File: config.mk
export PLATFORM = sky130hd
export DESIGN_NAME = mem_lsu_flat
export DESIGN_NICKNAME = d
export VERILOG_FILES = /design/src/rtl/mem_lsu_pkg.sv /design/src/rtl/mem_lsu_if.sv /design/src/rtl/mem_lsu_ext.sv /design/src/rtl/mem_lsu.sv /design/src/flat_wrapper.sv
export SDC_FILE = /design/constraint.sdc
export NUM_CORES = 1
export LEC_CHECK = 0
export BUFFER_PORTS_ARGS = -buffer_cell sky130_fd_sc_hd__buf_2
export CORE_ASPECT_RATIO = 1.25
export CORE_MARGIN = 2
export CORE_UTILIZATION = 27
export CTS_CLUSTER_DIAMETER = 100
export CTS_CLUSTER_SIZE = 8
export DETAILED_ROUTE_END_ITERATION = 8
export SYNTH_ARGS = -nofsm -noshare
export SYNTH_HDL_FRONTEND = slang
export SYNTH_SLANG_ARGS = --single-unit
File: constraint.sdc
create_clock -name clk -period 3.6 [get_ports clk]
set_input_delay 0.18 -clock clk [delete_from_list [all_inputs] [get_ports clk]]
set_output_delay 0.18 -clock clk [all_outputs]
set_load 0.02 [all_outputs]
File: src/rtl/mem_lsu_pkg.sv
`default_nettype none
// ============================================================================
// Module      : mem_lsu_pkg
// Description : Shared bus types, write-back constants and ALU opcode
//               encodings for the byte-serial load/store unit, plus helpers
//               that classify an opcode (kind, access width, signedness).
// Ports       : none (package)
// Revision    : 1.0 - initial release
// ============================================================================
package mem_lsu_pkg;

  // Shared pipeline bus widths (RegBus / RegAddrBus / AluOpBus)
  typedef logic [31:0] reg_bus_t;
  typedef logic [4:0]  reg_addr_bus_t;
  typedef logic [7:0]  alu_op_bus_t;

  localparam reg_addr_bus_t NOP_REG_ADDR = 5'b00000;
  localparam reg_bus_t      ZERO_WORD    = 32'h0000_0000;

  // Opcode encodings shared with the decode/execute stages
  localparam alu_op_bus_t EXE_OR_OP  = 8'b0010_0101;
  localparam alu_op_bus_t EXE_ADD_OP = 8'b0010_0000;
  localparam alu_op_bus_t EXE_LB_OP  = 8'b1110_0000;
  localparam alu_op_bus_t EXE_LBU_OP = 8'b1110_0100;
  localparam alu_op_bus_t EXE_LH_OP  = 8'b1110_0001;
  localparam alu_op_bus_t EXE_LHU_OP = 8'b1110_0101;
  localparam alu_op_bus_t EXE_LW_OP  = 8'b1110_0011;
  localparam alu_op_bus_t EXE_SB_OP  = 8'b1110_1000;
  localparam alu_op_bus_t EXE_SH_OP  = 8'b1110_1001;
  localparam alu_op_bus_t EXE_SW_OP  = 8'b1110_1011;

  typedef enum logic [1:0] {
    SZ_BYTE = 2'd0,
    SZ_HALF = 2'd1,
    SZ_WORD = 2'd2
  } lsu_size_e;

  typedef enum logic [1:0] {
    OP_ALU   = 2'd0,
    OP_LOAD  = 2'd1,
    OP_STORE = 2'd2
  } lsu_kind_e;

  function automatic lsu_kind_e op_kind(input alu_op_bus_t op);
    case (op)
      EXE_LB_OP, EXE_LBU_OP, EXE_LH_OP, EXE_LHU_OP, EXE_LW_OP: op_kind = OP_LOAD;
      EXE_SB_OP, EXE_SH_OP, EXE_SW_OP:                         op_kind = OP_STORE;
      default:                                                 op_kind = OP_ALU;
    endcase
  endfunction

  function automatic lsu_size_e op_size(input alu_op_bus_t op);
    case (op)
      EXE_LB_OP, EXE_LBU_OP, EXE_SB_OP: op_size = SZ_BYTE;
      EXE_LH_OP, EXE_LHU_OP, EXE_SH_OP: op_size = SZ_HALF;
      default:                          op_size = SZ_WORD;
    endcase
  endfunction

  function automatic logic op_signed(input alu_op_bus_t op);
    op_signed = (op == EXE_LB_OP) || (op == EXE_LH_OP);
  endfunction

  function automatic logic [2:0] size_bytes(input lsu_size_e s);
    case (s)
      SZ_BYTE: size_bytes = 3'd1;
      SZ_HALF: size_bytes = 3'd2;
      default: size_bytes = 3'd4;
    endcase
  endfunction

endpackage
`default_nettype wire

File: src/rtl/mem_lsu_if.sv
`default_nettype none
// ============================================================================
// Module      : mem_lsu_if
// Description : Bundle of the LSU's pipeline-side and RAM-side signals.
//               master : pipeline/RAM environment (drives in_*, ram_din)
//               slave  : the LSU (drives ram_*, stallreq, wb_*)
// Ports       : in_valid/in_wd/in_wreg/in_wdata/in_aluop/in_mem_addr/in_reg2,
//               ram_addr/ram_we/ram_dout/ram_din, stallreq,
//               wb_valid/wb_wd/wb_wreg/wb_wdata
// Revision    : 1.0 - initial release
// ============================================================================
interface mem_lsu_if;
  import mem_lsu_pkg::*;

  logic          in_valid;
  reg_addr_bus_t in_wd;
  logic          in_wreg;
  reg_bus_t      in_wdata;
  alu_op_bus_t   in_aluop;
  reg_bus_t      in_mem_addr;
  reg_bus_t      in_reg2;

  reg_bus_t      ram_addr;
  logic          ram_we;
  logic [7:0]    ram_dout;
  logic [7:0]    ram_din;

  logic          stallreq;
  logic          wb_valid;
  reg_addr_bus_t wb_wd;
  logic          wb_wreg;
  reg_bus_t      wb_wdata;

  modport master (
    output in_valid, in_wd, in_wreg, in_wdata, in_aluop, in_mem_addr, in_reg2,
    output ram_din,
    input  ram_addr, ram_we, ram_dout,
    input  stallreq, wb_valid, wb_wd, wb_wreg, wb_wdata
  );

  modport slave (
    input  in_valid, in_wd, in_wreg, in_wdata, in_aluop, in_mem_addr, in_reg2,
    input  ram_din,
    output ram_addr, ram_we, ram_dout,
    output stallreq, wb_valid, wb_wd, wb_wreg, wb_wdata
  );

endinterface
`default_nettype wire

File: src/rtl/mem_lsu_ext.sv
`default_nettype none
// ============================================================================
// Module      : lsu_ext
// Description : Combinational sign/zero extender for loaded data.
//               Byte and halfword values are widened to 32 bits; words pass.
// Ports       : i_size   - access width
//               i_signed - 1 = sign-extend, 0 = zero-extend
//               i_raw    - assembled load data (low bytes significant)
//               o_ext    - 32-bit write-back value
// Revision    : 1.0 - initial release
// ============================================================================
module lsu_ext
  import mem_lsu_pkg::*;
(
  input  lsu_size_e i_size,
  input  logic      i_signed,
  input  reg_bus_t  i_raw,
  output reg_bus_t  o_ext
);

  always_comb begin
    o_ext = i_raw;
    case (i_size)
      SZ_BYTE: o_ext = {{24{i_signed & i_raw[7]}},  i_raw[7:0]};
      SZ_HALF: o_ext = {{16{i_signed & i_raw[15]}}, i_raw[15:0]};
      default: o_ext = i_raw;
    endcase
  end

endmodule
`default_nettype wire

File: src/rtl/mem_lsu.sv
`default_nettype none
// ============================================================================
// Module      : mem_lsu
// Description : Byte-serial load/store unit for an 8-bit RAM. Loads issue one
//               address per cycle and capture each byte one cycle later;
//               stores write one byte per cycle. Non-memory ops pass through
//               to write-back with one cycle of latency.
// Ports       : clk  - clock, rising edge
//               rst  - synchronous reset, active low
//               bus  - mem_lsu_if.slave (pipeline inputs, RAM port, stall,
//                      write-back outputs)
// Revision    : 1.0 - initial release
// ============================================================================
module mem_lsu
  import mem_lsu_pkg::*;
(
  input  logic     clk,
  input  logic     rst,
  mem_lsu_if.slave bus
);

  localparam logic [1:0] S_IDLE  = 2'd0;
  localparam logic [1:0] S_LOAD  = 2'd1;
  localparam logic [1:0] S_STORE = 2'd2;
  localparam logic [1:0] S_DONE  = 2'd3;

  logic [1:0]    state_q,    state_d;
  logic [2:0]    idx_q,      idx_d;      // LOAD: capture byte idx-1 / issue byte idx; STORE: byte being written
  lsu_size_e     size_q,     size_d;
  logic          sign_q,     sign_d;
  reg_addr_bus_t wd_q,       wd_d;
  logic          wreg_q,     wreg_d;
  reg_bus_t      base_q,     base_d;
  reg_bus_t      reg2_q,     reg2_d;
  reg_bus_t      buf_q,      buf_d;
  reg_bus_t      ram_addr_q, ram_addr_d;
  logic [7:0]    ram_dout_q, ram_dout_d;
  reg_addr_bus_t wb_wd_q,    wb_wd_d;
  logic          wb_wreg_q,  wb_wreg_d;
  reg_bus_t      wb_wdata_q, wb_wdata_d;

  logic          accept;
  logic          ram_we_c;
  logic          stall_c;
  lsu_kind_e     in_kind;
  lsu_size_e     in_size;
  logic [2:0]    nbytes;
  logic [1:0]    lane;
  reg_bus_t      load_word;
  reg_bus_t      load_ext;

  // Byte arriving this cycle belongs to the address issued last cycle.
  assign lane = 2'(idx_q - 3'd1);

  always_comb begin
    load_word = buf_q;
    load_word[{lane, 3'b000} +: 8] = bus.ram_din;
  end

  lsu_ext u_ext (
    .i_size   (size_q),
    .i_signed (sign_q),
    .i_raw    (load_word),
    .o_ext    (load_ext)
  );

  always_comb begin
    in_kind = op_kind(bus.in_aluop);
    in_size = op_size(bus.in_aluop);
    nbytes  = size_bytes(size_q);
    // DONE behaves like IDLE for a new request so back-to-back ops do not bubble.
    accept  = bus.in_valid && ((state_q == S_IDLE) || (state_q == S_DONE));

    state_d    = (state_q == S_DONE) ? S_IDLE : state_q;
    idx_d      = idx_q;
    size_d     = size_q;
    sign_d     = sign_q;
    wd_d       = wd_q;
    wreg_d     = wreg_q;
    base_d     = base_q;
    reg2_d     = reg2_q;
    buf_d      = buf_q;
    wb_wd_d    = wb_wd_q;
    wb_wreg_d  = wb_wreg_q;
    wb_wdata_d = wb_wdata_q;
    ram_addr_d = ram_addr_q;
    ram_dout_d = ram_dout_q;
    ram_we_c   = 1'b0;
    stall_c    = 1'b0;

    if (accept) begin
      idx_d  = 3'd1;
      size_d = in_size;
      sign_d = op_signed(bus.in_aluop);
      wd_d   = bus.in_wd;
      wreg_d = bus.in_wreg;
      base_d = bus.in_mem_addr;
      reg2_d = bus.in_reg2;
      buf_d  = ZERO_WORD;
      case (in_kind)
        OP_LOAD: begin
          state_d    = S_LOAD;
          ram_addr_d = bus.in_mem_addr;
          stall_c    = 1'b1;
        end
        OP_STORE: begin
          ram_we_c   = 1'b1;
          ram_addr_d = bus.in_mem_addr;
          ram_dout_d = bus.in_reg2[7:0];
          stall_c    = 1'b1;
          if (in_size == SZ_BYTE) begin
            state_d    = S_DONE;
            wb_wd_d    = bus.in_wd;
            wb_wreg_d  = 1'b0;
            wb_wdata_d = ZERO_WORD;
          end else begin
            state_d = S_STORE;
          end
        end
        default: begin
          state_d    = S_DONE;
          wb_wd_d    = bus.in_wd;
          wb_wreg_d  = bus.in_wreg;
          wb_wdata_d = bus.in_wdata;
        end
      endcase
    end else begin
      case (state_q)
        S_LOAD: begin
          stall_c = 1'b1;
          buf_d   = load_word;
          if (idx_q < nbytes) begin
            ram_addr_d = base_q + {29'd0, idx_q};   // wraps modulo 2^32
            idx_d      = idx_q + 3'd1;
          end else begin
            // Final byte captured this cycle; no further address issued.
            state_d    = S_DONE;
            wb_wd_d    = wd_q;
            wb_wreg_d  = wreg_q;
            wb_wdata_d = load_ext;
          end
        end
        S_STORE: begin
          stall_c    = 1'b1;
          ram_we_c   = 1'b1;
          ram_addr_d = base_q + {29'd0, idx_q};
          ram_dout_d = reg2_q[{idx_q[1:0], 3'b000} +: 8];
          if (idx_q == nbytes - 3'd1) begin
            state_d    = S_DONE;
            wb_wd_d    = wd_q;
            wb_wreg_d  = 1'b0;
            wb_wdata_d = ZERO_WORD;
          end else begin
            idx_d = idx_q + 3'd1;
          end
        end
        default: ;
      endcase
    end
  end

  // Outputs are forced to their reset values while rst is low so an
  // interrupted store cannot emit another write in the reset cycle.
  assign bus.ram_addr = rst ? ram_addr_d : ZERO_WORD;
  assign bus.ram_we   = rst & ram_we_c;
  assign bus.ram_dout = rst ? ram_dout_d : 8'h00;
  assign bus.stallreq = rst & stall_c;
  assign bus.wb_valid = rst & (state_q == S_DONE);
  assign bus.wb_wd    = rst ? wb_wd_q : NOP_REG_ADDR;
  assign bus.wb_wreg  = rst & wb_wreg_q;
  assign bus.wb_wdata = rst ? wb_wdata_q : ZERO_WORD;

  always_ff @(posedge clk) begin
    if (!rst) begin
      state_q    <= S_IDLE;
      idx_q      <= 3'd0;
      size_q     <= SZ_BYTE;
      sign_q     <= 1'b0;
      wd_q       <= NOP_REG_ADDR;
      wreg_q     <= 1'b0;
      base_q     <= ZERO_WORD;
      reg2_q     <= ZERO_WORD;
      buf_q      <= ZERO_WORD;
      ram_addr_q <= ZERO_WORD;
      ram_dout_q <= 8'h00;
      wb_wd_q    <= NOP_REG_ADDR;
      wb_wreg_q  <= 1'b0;
      wb_wdata_q <= ZERO_WORD;
    end else begin
      state_q    <= state_d;
      idx_q      <= idx_d;
      size_q     <= size_d;
      sign_q     <= sign_d;
      wd_q       <= wd_d;
      wreg_q     <= wreg_d;
      base_q     <= base_d;
      reg2_q     <= reg2_d;
      buf_q      <= buf_d;
      ram_addr_q <= ram_addr_d;
      ram_dout_q <= ram_dout_d;
      wb_wd_q    <= wb_wd_d;
      wb_wreg_q  <= wb_wreg_d;
      wb_wdata_q <= wb_wdata_d;
    end
  end

endmodule
`default_nettype wire

File: src/flat_wrapper.sv
// flat-port wrapper written by rule: the top's interface ports become plain ports
module mem_lsu_flat import mem_lsu_pkg::*;
  (clk, rst, bus_in_valid, bus_in_wd, bus_in_wreg, bus_in_wdata, bus_in_aluop, bus_in_mem_addr, bus_in_reg2, bus_ram_din, bus_ram_addr, bus_ram_we, bus_ram_dout, bus_stallreq, bus_wb_valid, bus_wb_wd, bus_wb_wreg, bus_wb_wdata);
  mem_lsu_if bus_i ();
  input  logic clk;
  input  logic rst;
  input wire logic [$bits(bus_i.in_valid)-1:0] bus_in_valid;
  input wire logic [$bits(bus_i.in_wd)-1:0] bus_in_wd;
  input wire logic [$bits(bus_i.in_wreg)-1:0] bus_in_wreg;
  input wire logic [$bits(bus_i.in_wdata)-1:0] bus_in_wdata;
  input wire logic [$bits(bus_i.in_aluop)-1:0] bus_in_aluop;
  input wire logic [$bits(bus_i.in_mem_addr)-1:0] bus_in_mem_addr;
  input wire logic [$bits(bus_i.in_reg2)-1:0] bus_in_reg2;
  input wire logic [$bits(bus_i.ram_din)-1:0] bus_ram_din;
  output wire logic [$bits(bus_i.ram_addr)-1:0] bus_ram_addr;
  output wire logic [$bits(bus_i.ram_we)-1:0] bus_ram_we;
  output wire logic [$bits(bus_i.ram_dout)-1:0] bus_ram_dout;
  output wire logic [$bits(bus_i.stallreq)-1:0] bus_stallreq;
  output wire logic [$bits(bus_i.wb_valid)-1:0] bus_wb_valid;
  output wire logic [$bits(bus_i.wb_wd)-1:0] bus_wb_wd;
  output wire logic [$bits(bus_i.wb_wreg)-1:0] bus_wb_wreg;
  output wire logic [$bits(bus_i.wb_wdata)-1:0] bus_wb_wdata;
  assign bus_i.in_valid = bus_in_valid;
  assign bus_i.in_wd = bus_in_wd;
  assign bus_i.in_wreg = bus_in_wreg;
  assign bus_i.in_wdata = bus_in_wdata;
  assign bus_i.in_aluop = bus_in_aluop;
  assign bus_i.in_mem_addr = bus_in_mem_addr;
  assign bus_i.in_reg2 = bus_in_reg2;
  assign bus_i.ram_din = bus_ram_din;
  assign bus_ram_addr = bus_i.ram_addr;
  assign bus_ram_we = bus_i.ram_we;
  assign bus_ram_dout = bus_i.ram_dout;
  assign bus_stallreq = bus_i.stallreq;
  assign bus_wb_valid = bus_i.wb_valid;
  assign bus_wb_wd = bus_i.wb_wd;
  assign bus_wb_wreg = bus_i.wb_wreg;
  assign bus_wb_wdata = bus_i.wb_wdata;
  mem_lsu u_core (.clk(clk), .rst(rst), .bus(bus_i));
endmodule
-- Word-level counts from Yosys, hierarchy flattened
Cells that the tools add are included.
- output and inout port bits: 81
- bits in registers: 188
- latch bits: 0
- bits in read-only memories: 0
- memories: 0
- RAM bits: 0
- input port bits: 121
- multiply operators: 0
- divide/modulo/power cells: 0
- magnitude comparators: 1
- eq/ne operators: 23
- reductions and logical operators: 18
- multiplexer cells: 51
- add/sub/neg operators: 5
- bitwise operators: 7
- shift-type cells: 3
- operator list (kind ; count):
    $mux W32 ; 9
    $pmux W32 S2 ; 4
    $eq A8 B8 Y1 const B ; 8
    $add A32 B3 Y32 ; 1
    $bwmux W32 ; 1
    $mux W8 ; 4
    $shift A8 B7 Y32 const A ; 1
    $shiftx A32 B6 Y8 ; 1
    $shiftx A8 B7 Y32 ; 1
    $mux W5 ; 5
    $pmux W5 S2 ; 2
    $pmux W2 S2 ; 4
    $mux W1 ; 12
    $pmux W3 S2 ; 2
    $reduce_or A3 Y1 ; 3
    $mux W2 ; 4
    $neg A5 Y7 ; 1
    $and A1 B1 Y1 ; 6
    $eq A2 B1 Y1 const B ; 3
    $eq A2 B2 Y1 const B ; 3
    $logic_not A2 Y1 ; 3
    $mux W3 ; 2
    $ne A3 B1 Y1 const B ; 2
    $ne A3 B2 Y1 const B ; 2
    18 further kinds ; 24

-- Longest topological paths before layout
Gate-level depths: netlist of the first run.
- depth in word-level cells: 9
- gate-level depth with buffers: 12
- gate-level depth less buffers: 10

-- Hierarchy
Synthesis of the first run repeated with hierarchy kept, for this count alone.
- cell total of the unflattened synthesis: 1236
- area total of the unflattened synthesis: 9925.8 um^2
- modules (own cells, without submodules) (module ; instances ; seq. area each (um^2) ; area an instance (um^2) ; cells an instance):
    mem_lsu ; 1 ; 3763.6 ; 9540.4 ; 1170
    lsu_ext ; 1 ; 0.0 ; 385.4 ; 66

-- Least setup slack after synthesis of the first run
OpenSTA, ideal clock, no wires.
- kind: register -> register
- start: register u_core.size_q[1]
- end: register u_core.ram_addr_q[19]
- library setup time: 0.188 ns
- data arrival time: 2.786 ns
- stages on the path, launching flop included: 10
- path slack: 0.626 ns
- cells stage by stage: dfxtp_1 clkinv_1 clkbuf_1 ha_1 a21oi_1 a31oi_1 nor2_2 buf_2 o21ai_0 a221oi_1
- word-level cells in the longest chain between the ends: 7
- elaborated cells between the ends (all ways): 8
- ends and longest elaborated chain (element ; line ; text):
    start: declaration ; mem_lsu.sv:29 ; lsu_size_e size_q, size_d;
    start signal: assignment ; mem_lsu.sv:192 ; size_q <= size_d;
    $eq A2 B1 Y1 / $logic_not A2 Y1 (equally long branches) ; mem_lsu_pkg.sv:65 ; case (s)
    $pmux W3 S2 * ; mem_lsu_pkg.sv:65 ;
    $lt A3 B3 Y1 * ; mem_lsu.sv:132 ; if (idx_q < nbytes) begin
    $mux W32 * ; mem_lsu.sv:132 ;
    $pmux W32 S2 * ; mem_lsu.sv:128 ; case (state_q)
    $mux W32 * ; mem_lsu.sv:91 ; if (accept) begin
    $mux W32 * ; - ;
    net bus_ram_addr[19] ; flat_wrapper.sv:15 ; output wire logic [$bits(bus_i.ram_addr)-1:0] bus_ram_addr;
    end signal: assignment ; mem_lsu.sv:199 ; ram_addr_q <= ram_addr_d;
    end: declaration ; mem_lsu.sv:36 ; reg_bus_t ram_addr_q, ram_addr_d;
The timed path passes the listed nets; every way through them passes the cells marked *.
A chain may end at the register's enable or synchronous reset.

-- Final worst setup path of the first run
- start: register u_core.idx_q[0]
- end: output bus_ram_addr[22]
- word-level cells in the longest chain between the ends: 5
- elaborated cells between the ends (all ways): 6
- ends and longest elaborated chain (element ; line ; text):
    start: declaration ; mem_lsu.sv:28 ; logic [2:0] idx_q, idx_d;
    start signal: assignment ; mem_lsu.sv:191 ; idx_q <= idx_d;
    $add A32 B3 Y32 / $lt A3 B3 Y1 (equally long branches) ; mem_lsu.sv:133, mem_lsu.sv:146, mem_lsu.sv:132 ;
    $mux W32 ; mem_lsu.sv:132 ;
    $pmux W32 S2 * ; mem_lsu.sv:128 ;
    $mux W32 * ; mem_lsu.sv:91 ;
    $mux W32 * ; mem_lsu.sv:164 ; assign bus.ram_addr = rst ? ram_addr_d : ZERO_WORD;
    end: declaration ; flat_wrapper.sv:15 ;
Mark *: on every way between the ends. The rest lies on a longest branch, timed or not.

==> flow_summary.json, run 1 <==
{
  "status": "finished clean",
  "rsz0062_at_grt": "no",
  "place_hpwl_mm": 21.3,
  "end_kind": "output pin",
  "p_per_area_nw_per_um2": 748,
  "core_um2": 33700,
  "synthArstFlopShare_pct": 0,
  "worst_pin_slew_ps": 825,
  "synth_cells": 1105,
  "max-slew-margin-rel_pct": 44.5,
  "dieWidth_um": 170,
  "hold_class": "input pin to flop",
  "period_share_pct": 92.3,
  "place_congestion": 0.824,
  "gr-usage-met2_pct": 27.8,
  "fmax_ghz": 0.301,
  "switching_share_pct": 42.6,
  "layout.nets": 1469,
  "vias": 9106,
  "cts_num_sinks": 188,
  "seqPwrFrac_pct": 32.6,
  "final_hold_viol_count": 0,
  "period_minus_slack_ps": 3320,
  "grt_usage_pct": 17.0,
  "cts_made_buffers": 17,
  "initial_core_util_pct": 27.5,
  "whs_ps": 24.2,
  "route.detailed.drc": 0,
  "post_drt_wl_per_cell_um": 17.6,
  "worstPathMaxFanout": 11,
  "die_area_um2": 35800,
  "grt_max_degree": 73,
  "switchingPower_mw": 3.81,
  "clock_power_share_pct": 22.3,
  "ioPinCount": 202,
  "place_area_um2": 10600,
  "ant_nets": 0,
  "ys_seq_elements": 188,
  "pwr-share-comb_pct": 45.1,
  "layout_commonest_cell": "buf_2",
  "layout_common_cells": "buf_2 (201), dfxtp_1 (188), nand2_1 (165)",
  "area_delta_synth_final_pct": 28.8,
  "critPathRequiredTime_ps": 3420,
  "layout-drive-gt1-share_pct": 21.9,
  "cp.arrival_ps": 3140,
  "ys_seq_area_share_pct": 40.6,
  "ys_types": 63,
  "use_met3_pct": 2.55,
  "grt_pass1_wl_mm": 48.0,
  "ctsRootBufferMaster": "clkbuf_16",
  "max-vdd-ir-drop_uv": 338,
  "synth_edf_count": 0,
  "clk_pin_slew_ps": 70,
  "antenna_found_initial": 1,
  "drv_cap": 0,
  "drtIter0Drc": 651,
  "dp.cells": 1666,
  "grt-busiest-layer": "met2",
  "fp.dieH_um": 211,
  "drtPass1Iterations": 7,
  "row_count": 75,
  "instances_no_fill": 1766,
  "tns_ps": 0,
  "ys.flop_type": "dfxtp_1",
  "crit_type": "flop to output pin",
  "n_antenna_cell": 0,
  "finalMaxSlewViolations": 0,
  "avgSynthCellArea_um2": 8.38,
  "wl_mm": 31.1,
  "final_area_um2": 11900,
  "clk_latency_ps": 450,
  "cts_tree": "built",
  "skew_ps": 12.2,
  "grt_pass1_vias": 8650,
  "viasPerCell": 5.16,
  "setup_viol": 0,
  "synth.area.top_cells": "dfxtp_1 (41%), a21oi_1 (7.2%), nand2_1 (6.8%)",
  "synth_nets": 1244,
  "startpoint_type": "flop",
  "grt-ovfl-total": 0,
  "clk_path_buf_depth": 2,
  "ys.warnings.count": 0,
  "met1_usage_pct": 22.5,
  "synth_top_area_share_pct": 40.6,
  "synth_top_area_cell": "dfxtp_1",
  "fillerInstances": 3491,
  "htreeDepth": 4,
  "p_int_mw": 5.12,
  "p_leak_nw": 4.69,
  "numPortBuffers": 201,
  "netlist_area_um2": 9270
}
-- state kept, by name, summed over array words and instances, names as in the netlist, 2 cells and up --
signal and flops:
u_core.wd_q 5, u_core.wb_wd_q 5, u_core.ram_addr_q 32, u_core.base_q 32, u_core.reg2_q 32, u_core.idx_q 3
u_core.buf_q 32, u_core.wb_wdata_q 32, u_core.state_q 2, u_core.ram_dout_q 8, u_core.size_q 2
-- critical path, stage by stage (launching register included) --
cell	delay, ps
dfxtp_1	390
ha_1	190
inv_1	50
fa_1	400
nor2b_1	400
o2111ai_2	390
nor3_1	360
xnor2_1	90
o21ai_0	230
buf_2	220
-- kinds of logic after synthesis --
group           synth area share [%]
buf+inv                         5.21
simple gates                    18.8
mux                             4.15
xor+xnor                        2.08
fa+ha+maj                       2.51
compound gates                  26.6
flops                           40.6
-- worst paths after layout --
path / start / to / slack, ps / depth (start not counted)
min: bus_in_mem_addr[7] / u_core.ram_addr_q[7] / 20 / 3
max reg2reg: u_core.idx_q[1] / u_core.wb_wdata_q[30] / 810 / 7
max: u_core.idx_q[0] / bus_ram_addr[22] / 280 / 9
min reg2reg: u_core.reg2_q[14] / u_core.reg2_q[14] / 460 / 2
-- cells in the mapped netlist, drive strengths merged, types with 5 or more instances --
cell type,n
a211oi,55
a21oi,136
a221o,16
a221oi,11
a22o,7
a22oi,55
a31oi,7
a32oi,5
and2,50
and3,7
and4,6
buf,34
clkbuf,57
dfxtp,188
ha,17
inv,16
mux2i,17
mux4,8
nand2,167
nand3,13
nand4,9
nor2,72
nor2b,10
nor3,10
nor4,11
o2111ai,10
o21ai,28
o221ai,10
o31a,5
or2,6
xnor2,19
-- area by class of cell --
type | count | area (µm²) | area share (%)
multi-input combinational | 806 | 5040 | 42.2
sequential | 188 | 3760 | 31.5
timing repair buffer | 297 | 1900 | 16.0
tap | 423 | 529 | 4.43
clock buffer | 17 | 425 | 3.56
clock inverter | 15 | 195 | 1.64
inverter | 20 | 77.6 | 0.650
-- timing repair --
item,in CTS,in global routing
endpoints found under the setup margin,0,20
hold endpoints to repair,66,0
buffers inserted,0,2
gates resized for setup,0,3
hold buffers,66,0
-- routing by layer --
layer	part of all wire (%)	routed length [µm]	up-vias
li1	-	-	4476
met4	2.6	805	2
met1	44	13700	4281
met3	4.6	1440	55
met5	0.023	7	-
met2	49	15200	292
-- stage by stage --
step | setup slack [ps] | util [%] | power (mW)
floorplan | 626 | - | 5.73
global placement | 575 | 31.5 | 6.85
detailed placement | 546 | 31.5 | 6.90
CTS | 44.5 | 35.3 | 8.99
global route | 12.5 | 35.4 | 9.54
finish | 276 | 35.4 | 8.93
-- power by group through the flow --
| stage | sequential (mW) | clock [mW] | combinational, mW |
|---|---|---|---|
| floorplan | 2.87 | 0 | 2.85 |
| global placement | 2.94 | 0 | 3.90 |
| detailed placement | 2.95 | 0 | 3.95 |
| CTS | 2.91 | 2.07 | 4.01 |
| global route | 2.98 | 2.14 | 4.42 |
| finish | 2.91 | 1.99 | 4.02 |
Power figures use the tool's default switching activity.
==> run 2: changes to the inputs <==
- REMOVE_ABC_BUFFERS: default -> 1
==> run 2 against run 1 <==
Against the previous run: utilization fell by 0.056 points; sequential cell count did not move; maximum frequency fell by 2.5%; sequential share of layout area barely moved; setup slack got worse by 85 ps; cell area fell by 0.16%; clock power fell by 3%; largest cell class unchanged.
==> flow_summary.json, run 2 (synthesis results as in run 1) <==
{
  "ioPinCount": 202,
  "grt_pass1_vias": 8818,
  "period_minus_slack_ps": 3410,
  "ant_nets": 0,
  "critPathSlowestCell": "ha_1",
  "critPathRequiredTime_ps": 3420,
  "layout-drive-gt1-share_pct": 21.5,
  "antenna_found_initial": 1,
  "numPortBuffers": 201,
  "fillerInstances": 3506,
  "layout_common_cells": "buf_2 (201), dfxtp_1 (188), nand2_1 (166)",
  "end_kind": "output pin",
  "route.detailed.drc": 0,
  "grt-ovfl-total": 0,
  "grt_max_degree": 95,
  "ctsRootBufferMaster": "clkbuf_16",
  "total_power_mw": 8.85,
  "post-place-ws_ps": 379,
  "clock_power_share_pct": 22.0,
  "wl_mm": 30.5,
  "crit_top_cell": "nand2_1",
  "skew_ps": 12.3,
  "setup_viol": 0,
  "final_area_um2": 11900,
  "place_congestion": 0.805,
  "drtIter0Drc": 473,
  "layout_commonest_cell": "buf_2",
  "n_antenna_cell": 0,
  "post-cts-setup-buffers": 0,
  "row_count": 75,
  "pwr-share-comb_pct": 45.0,
  "seqPwrFrac_pct": 33.0,
  "fp.dieH_um": 211,
  "hold_class": "input pin to flop",
  "startpoint_type": "flop",
  "core_um2": 33700,
  "drv_cap": 0,
  "place_hpwl_mm": 20.8,
  "post_drt_wl_per_cell_um": 17.3,
  "initial_core_util_pct": 27.5,
  "switchingPower_mw": 3.76,
  "grt_usage_pct": 17.0,
  "rsz0062_at_grt": "yes",
  "htreeDepth": 4,
  "final_hold_viol_count": 0,
  "area_delta_synth_final_pct": 28.6,
  "viasPerCell": 5.20,
  "p_leak_nw": 4.67,
  "final_util_pct": 35.4,
  "worstPathMaxFanout": 14,
  "max-slew-margin-rel_pct": 31.4,
  "place_area_um2": 10600,
  "clk_latency_ps": 450,
  "vias": 9171,
  "cp.arrival_ps": 3230,
  "p_per_area_nw_per_um2": 742,
  "dieWidth_um": 170,
  "clk_pin_slew_ps": 80,
  "clk_path_buf_depth": 2,
  "cpPeakStageDelay_ps": 640,
  "max-vdd-ir-drop_uv": 568,
  "drtPass1Iterations": 5,
  "grt_pass1_wl_mm": 47.7,
  "cts_made_buffers": 17,
  "period_share_pct": 94.7,
  "layout.nets": 1469,
  "switching_share_pct": 42.6,
  "fmax_ghz": 0.293,
  "cts_num_sinks": 188,
  "setup_ws_ps": 191,
  "p_int_mw": 5.08,
  "crit_type": "flop to output pin",
  "finalMaxSlewViolations": 0,
  "cts_tree": "built",
  "status": "finished clean",
  "die_area_um2": 35800,
  "worst_pin_slew_ps": 1020,
  "crit_chain": "inv_1, ha_1, and2_4, nand2_1, nand2_1, o221ai_1, nor2_1, buf_2"
}
-- run 2: cell types whose count changed in the layout (fill, tap and decap cells not counted), moves of 2 or more --
cell           previous run  this run
buf_4                    29        25
inv_8                     3         0
clkinv_8                  2         0
dlygate4sd3_1            66        70
-- run 2: final timing paths --
check	startpoint	end	slack, ps	cells past startpoint
max	u_core.state_q[0]	bus_ram_dout[7]	190	8
min	bus_in_mem_addr[21]	u_core.base_q[21]	50	3
max reg2reg	u_core.idx_q[0]	u_core.wb_wdata_q[28]	570	7
min reg2reg	u_core.reg2_q[29]	u_core.reg2_q[29]	450	2
-- run 2: final cells by class --
| cell class | instances | area, µm² | share of cell area [%] |
|---|---|---|---|
| inverter | 20 | 77.6 | 0.651 |
| multi-input combinational | 806 | 5050 | 42.4 |
| clock buffer | 19 | 443 | 3.72 |
| timing repair buffer | 297 | 1910 | 16.1 |
| tap | 423 | 529 | 4.44 |
| clock inverter | 11 | 134 | 1.12 |
| sequential | 188 | 3760 | 31.6 |
-- run 2: what timing repair did --
action | 4_1_cts | 5_1_grt
endpoints found under the setup margin | 8 | 22
gates resized for setup | 1 | 5
endpoints found under the hold margin | 74 | 0
hold buffers | 70 | 0
-- run 2: power groups by stage --
stage	logic, mW	clock network (mW)	registers [mW]
floorplan	2.61	0	2.90
CTS	4.01	2.00	2.92
detailed placement	3.94	0	2.96
global route	4.40	2.08	2.99
global placement	3.89	0	2.94
finish	3.98	1.94	2.92
-- run 2: per-layer routing --
metal  up-vias  track usage (%)  routed length [µm]
li1       4476                -                   -
met5         -                0                   7
met2       267             29.0               14900
met4         2             6.40                 579
met3        34             3.05                1570
met1      4392             21.2               13500
-- run 2: metrics by stage --
| step | std cells | TNS [ps] | hold WS (ps) |
|---|---|---|---|
| floorplan | 1014 | -61880 | 316 |
| global placement | 1664 | 0 | 421 |
| detailed placement | 1664 | 0 | 427 |
| CTS | 1764 | 0 | 23.2 |
| global route | 1764 | -15.6 | 25.8 |
| finish | 1764 | 0 | 47.2 |
-- run 2: worst max-delay path: cells and delay by family, from the launching register on --
kind,cells,cell delay [ps]
buffers and inverters,2,260
and+or+nand+nor,4,1300
adders and majority gates,1,640
DFF,1,380
AOI/OAI and AO/OA,1,190
